[config.mk]
export PLATFORM = sky130hd
export DESIGN_NAME = apb_master_arbiter
export DESIGN_NICKNAME = d
export VERILOG_FILES = /design/src/rtl/apb_master_arbiter.sv
export SDC_FILE = /design/constraint.sdc
export NUM_CORES = 1
export LEC_CHECK = 0
export BUFFER_PORTS_ARGS = -buffer_cell sky130_fd_sc_hd__buf_2
export CORE_UTILIZATION = 33
export CTS_CLUSTER_SIZE = 28
export DETAILED_ROUTE_END_ITERATION = 8
export HOLD_SLACK_MARGIN = 0.15
export SYNTH_ARGS = -nofsm -noshare
export SYNTH_HDL_FRONTEND = slang
export SYNTH_SLANG_ARGS = --single-unit
[constraint.sdc]
create_clock -name i_clk -period 2.4 [get_ports i_clk]
set_input_delay 0.12 -clock i_clk [delete_from_list [all_inputs] [get_ports i_clk]]
set_output_delay 0.12 -clock i_clk [all_outputs]
set_load 0.02 [all_outputs]
[src/rtl/apb_master_arbiter.sv]
// Two-requester round-robin front end for a single APB master port; one transfer at a time, all outputs registered.
// Optional ACCESS wait-timeout abort is enabled by defining APB_ARB_TIMEOUT_EN.
module apb_master_arbiter #(
  parameter int unsigned ADDR_W         = 32,
  parameter int unsigned DATA_W         = 32,
  parameter int unsigned TIMEOUT_CYCLES = 255
) (
  input  logic              i_clk,
  input  logic              i_rst,
  input  logic              i_m0_req,
  input  logic              i_m0_write,
  input  logic [ADDR_W-1:0] i_m0_addr,
  input  logic [DATA_W-1:0] i_m0_wdata,
  output logic [DATA_W-1:0] o_m0_rdata,
  output logic              o_m0_done,
  output logic              o_m0_err,
  input  logic              i_m1_req,
  input  logic              i_m1_write,
  input  logic [ADDR_W-1:0] i_m1_addr,
  input  logic [DATA_W-1:0] i_m1_wdata,
  output logic [DATA_W-1:0] o_m1_rdata,
  output logic              o_m1_done,
  output logic              o_m1_err,
  output logic [ADDR_W-1:0] o_paddr,
  output logic              o_pwrite,
  output logic              o_psel,
  output logic              o_penable,
  output logic [DATA_W-1:0] o_pwdata,
  input  logic [DATA_W-1:0] i_prdata,
  input  logic              i_pready,
  input  logic              i_pslverr
);

  typedef enum logic [1:0] {IDLE, SETUP, ACCESS, RESP} state_e;

  state_e              state_q;
  logic                grant_q, last_grant_q;
  logic [ADDR_W-1:0]   paddr_q;
  logic [DATA_W-1:0]   pwdata_q;
  logic                pwrite_q, psel_q, penable_q;
  logic [DATA_W-1:0]   m0_rdata_q, m1_rdata_q;
  logic                m0_done_q, m1_done_q, m0_err_q, m1_err_q;

  logic                win_d, finish_d, err_d, timeout_d;
  logic [DATA_W-1:0]   rdata_d;

`ifdef APB_ARB_TIMEOUT_EN
  localparam logic [15:0] TmoLimit = 16'(TIMEOUT_CYCLES);
  logic [15:0] wait_q;
  assign timeout_d = !i_pready && (wait_q == TmoLimit);
`else
  // Without the abort feature the limit has no effect on the logic.
  logic tmo_unused;
  assign tmo_unused = (TIMEOUT_CYCLES != 0);
  assign timeout_d  = 1'b0;
`endif

  // Winner is 1 only when m1 requests and m0 does not hold the tie-break.
  always_comb begin
    win_d    = i_m1_req && !(i_m0_req && last_grant_q);
    finish_d = i_pready || timeout_d;
    rdata_d  = (timeout_d || pwrite_q) ? '0 : i_prdata;
    err_d    = timeout_d ? 1'b1 : i_pslverr;
  end

  always_ff @(posedge i_clk or negedge i_rst) begin
    if (!i_rst) begin
      state_q      <= IDLE;
      grant_q      <= 1'b0;
      last_grant_q <= 1'b1;
      paddr_q      <= '0;
      pwdata_q     <= '0;
      pwrite_q     <= 1'b0;
      psel_q       <= 1'b0;
      penable_q    <= 1'b0;
      m0_rdata_q   <= '0;
      m1_rdata_q   <= '0;
      m0_done_q    <= 1'b0;
      m1_done_q    <= 1'b0;
      m0_err_q     <= 1'b0;
      m1_err_q     <= 1'b0;
`ifdef APB_ARB_TIMEOUT_EN
      wait_q       <= '0;
`endif
    end else begin
      case (state_q)
        IDLE: begin
          if (i_m0_req || i_m1_req) begin
            state_q      <= SETUP;
            psel_q       <= 1'b1;
            grant_q      <= win_d;
            last_grant_q <= win_d;
            paddr_q      <= win_d ? i_m1_addr  : i_m0_addr;
            pwrite_q     <= win_d ? i_m1_write : i_m0_write;
            pwdata_q     <= win_d ? i_m1_wdata : i_m0_wdata;
          end
        end
        SETUP: begin
          state_q   <= ACCESS;
          penable_q <= 1'b1;
`ifdef APB_ARB_TIMEOUT_EN
          wait_q    <= '0;
`endif
        end
        ACCESS: begin
          if (finish_d) begin
            state_q    <= RESP;
            psel_q     <= 1'b0;
            penable_q  <= 1'b0;
            m0_done_q  <= !grant_q;
            m1_done_q  <= grant_q;
            m0_rdata_q <= grant_q ? '0 : rdata_d;
            m1_rdata_q <= grant_q ? rdata_d : '0;
            m0_err_q   <= !grant_q && err_d;
            m1_err_q   <= grant_q && err_d;
          end
`ifdef APB_ARB_TIMEOUT_EN
          else begin
            wait_q <= wait_q + 16'd1;
          end
`endif
        end
        RESP: begin
          state_q    <= IDLE;
          m0_done_q  <= 1'b0;
          m1_done_q  <= 1'b0;
          m0_rdata_q <= '0;
          m1_rdata_q <= '0;
          m0_err_q   <= 1'b0;
          m1_err_q   <= 1'b0;
        end
        default: state_q <= IDLE;
      endcase
    end
  end

  assign o_paddr    = paddr_q;
  assign o_pwrite   = pwrite_q;
  assign o_pwdata   = pwdata_q;
  assign o_psel     = psel_q;
  assign o_penable  = penable_q;
  assign o_m0_rdata = m0_rdata_q;
  assign o_m1_rdata = m1_rdata_q;
  assign o_m0_done  = m0_done_q;
  assign o_m1_done  = m1_done_q;
  assign o_m0_err   = m0_err_q;
  assign o_m1_err   = m1_err_q;

endmodule

==> run summary <==
CP max stage delay: 0.58 ns
Initial Util: 0.339
vias in the first global route: 6870
number of port buffers: 302
P_leak: 0.00510 uW
Slew Limit Fails: 0
R2R Setup Slk: 0.19 ns
Avg Vias per Cell: 4.74
Critical Path AT: 2.59 ns
HP Start: i_m1_req
Total Neg Setup Slack: 0 ns
crit share post-route: 0.931
final setup fails: 0
syn nets: 835
WL per Instance: 15.7 um
vias: 6560
Setup CP Type: input port to flip-flop
crit-path max FO: 61
Max-Cap Viols: 0
first-pass GRT wire length: 34100 um
initial antenna violation count: 0
HP Class: input port to flip-flop
cells along the critical path: dlygate4sd3_1 > buf_2 > a21boi_4 > buf_6 > a21oi_1 > a21oi_1 > dlygate4sd3_1
Final GP Congestion: 0.753
ANT cells: 0
CTS Sinks: 139
Num CTS Buffers: 17
Detail Placement HPWL: 12900 um
Most used DFF post-synth: dfrtp_1
R2R depth: 5
largest net degree at the start of global routing: 66
Avg Inst Size Synth: 9.67 um2
Seq/Total Area, Yosys: 0.545
RR Endpoint: o_paddr[7]
Power, Total: 13300 uW
core outline area: 18800 um2
mapped cell area: 6380 um2
DRT Pass-1 Iters: 5
Critical-path top delay cell: dlygate4sd3_1
clock slew at reported path FFs: 0.06 ns
flop and latch count out of synthesis: 139
initial DRC count: 269
Worst setup EP type: flip-flop
Clock Latency Late Sink: 0.42 ns
synthesis-to-finish area growth: 64.6%
GRT overflow: 0
Worst Hold Path EP: state_q[0]
Critical Path Start Type: input port
Die Y: 141 um
unrepaired setup endpoints after global routing: no
Post-Syn Instances: 660
maximum clock rate: 447 MHz
# rows: 50
worst path required time: 2.76 ns
top cell family by delay on the critical path: buffers and inverters
# H-tree levels: 4
Worst R2R Start: last_grant_q
DR DRC count: 0
ys async rst share: 1.00
placed instance area: 8170 um2
Slew headroom: 0.321
Die X: 141 um
Root Driver: clkbuf_16
share of layout cells above drive strength 1: 0.356
full die area: 19900 um2
status: finished clean
Worst Hold Margin: 0.260 ns
post-route cell area: 10500 um2
VDD IR-drop max: 0.664 mV
Yosys Warn Count: 0
Slew @ Worst Pin: 1.02 ns
io pins: 303
total track usage: 0.219
final wirelength: 21700 um
Longest Clk Path Bufs: 2
Post-synth EDFFs: 0
WHS Path Cells: 4
number of nets still failing antenna checks after routing: 0
power per cell area: 1270 nW/um2
Final min period: 2.23 ns
Clock Skew: 0.00809 ns
synth unique cells: 31
Buf/Inv on CP: 4
TritonCTS clock tree: yes
nets@finish: 1287
Final Hold Vio Count: 0
[worst min-delay path, delay by kind of cell]
family,cells,cell delay [ns]
AND/OR/NAND/NOR,1,0.10
AO/OA/AOI/OAI,1,0.13
multiplexers,1,0.13
buffers and inverters,1,0.16
[sequential cells by signal, summed over array words and instances (netlist names)]
| signal | count |
|---|---|
| grant_q | 1 |
| last_grant_q | 1 |
| o_m0_done | 1 |
| o_m0_err | 1 |
| o_m0_rdata | 32 |
| o_m1_done | 1 |
| o_m1_err | 1 |
| o_m1_rdata | 32 |
| o_paddr | 32 |
| o_penable | 1 |
| o_psel | 1 |
| o_pwdata | 32 |
| o_pwrite | 1 |
| state_q | 2 |
[where the power goes]
part           total [uW]  switching [uW]  internal [uW]  leakage, uW
sequential           3880             580           3300      0.00172
combinational        6670            4060           2620      0.00308
clock                2750            1090           1660     0.000300
total               13300            5730           7570      0.00510
[cells by family after synthesis]
family	after synthesis	share of synthesized area
compound gates	211	0.227
buf+inv	58	0.0488
flops	139	0.545
fa+ha+maj	7	0.0137
mux	4	0.00843
simple gates	241	0.157
[Yosys cell counts, types with 2 or more instances]
library cell  count  area (um2)
a21oi_1         134         671
buf_2            27         135
buf_4             6        45.0
buf_6             5        56.3
clkbuf_1         16        60.1
dfrtp_1         138        3450
ha_1              7        87.6
inv_1             4        15.0
mux2i_1           2        20.0
nand2_1         135         507
nand2b_1         33         206
nor2_1           68         255
nor2b_1           2        12.5
o21ai_0           3        15.0
o31ai_1          25         188
o31ai_2          40         500
[how the worst max path moves through the flow]
stage          startpoint        endpoint  slack, ns  cells after the start
2_1_floorplan  state_q[0]  o_m1_rdata[21]       0.77                      8
3_3_place_gp   state_q[0]  o_m0_rdata[22]       0.35                      5
3_5_place_dp   state_q[0]  o_m0_rdata[22]       0.27                      5
4_1_cts        state_q[0]     o_pwdata[0]       0.01                      7
5_1_grt        state_q[0]   o_m1_rdata[2]       0.04                      6
6_report         i_m0_req      o_paddr[3]       0.17                      7
[area by class of cell]
class                   instances  area (um2)
fillers                      1618        8330
flip-flops and latches        139        3480
repair buffers                486        3440
multi-input cells             464        2630
clock buffers                  17         425
well taps                     260         325
clock inverters                15         189
inverters                       4        15.0
[through the flow]
| step | worst slack (ns) | std cells | utilization |
|---|---|---|---|
| 2_1_floorplan | 0.773 | 660 | - |
| 3_3_place_gp | 0.350 | 1184 | 0.434 |
| 3_5_place_dp | 0.273 | 1184 | 0.434 |
| 4_1_cts | 0.0134 | 1383 | 0.555 |
| 5_1_grt | 0.0431 | 1385 | 0.558 |
| 6_report | 0.165 | 1385 | 0.558 |
[per-layer routing]
metal	share of wire	routed length, um	global-route usage	vias up
met5	0	0	0	-
met4	0.029	625	0.104	0
met3	0.071	1550	0.0581	43
met2	0.48	10400	0.370	299
met1	0.42	9130	0.259	3068
li1	-	-	-	3150
[layout by cell type, fill, tap and decap left out, types with 2 or more instances in the layout]
master / Yosys / routed
buf_2: 27 / 301
dlygate4sd3_1: 0 / 167
dfrtp_1: 138 / 138
nand2_1: 135 / 135
a21oi_1: 134 / 134
nor2_1: 68 / 68
o31ai_2: 40 / 40
nand2b_1: 33 / 32
o31ai_1: 25 / 25
clkbuf_16: 0 / 18
buf_12: 0 / 8
buf_4: 6 / 7
ha_1: 7 / 6
clkinv_4: 0 / 5
inv_1: 4 / 4
o21ai_0: 3 / 3
bufinv_16: 0 / 3
inv_6: 0 / 3
nor2b_1: 2 / 2
mux2i_1: 2 / 2
clkinv_2: 0 / 2
buf_6: 5 / 2
[what timing repair did]
action                                 in CTS  in global routing
setup endpoints to repair                   0                 31
buffers inserted                            0                  0
endpoints found under the hold margin     196                  0
hold buffers                              167                  0
resized for setup                           0                  3
Power figures use the tool's default switching activity.
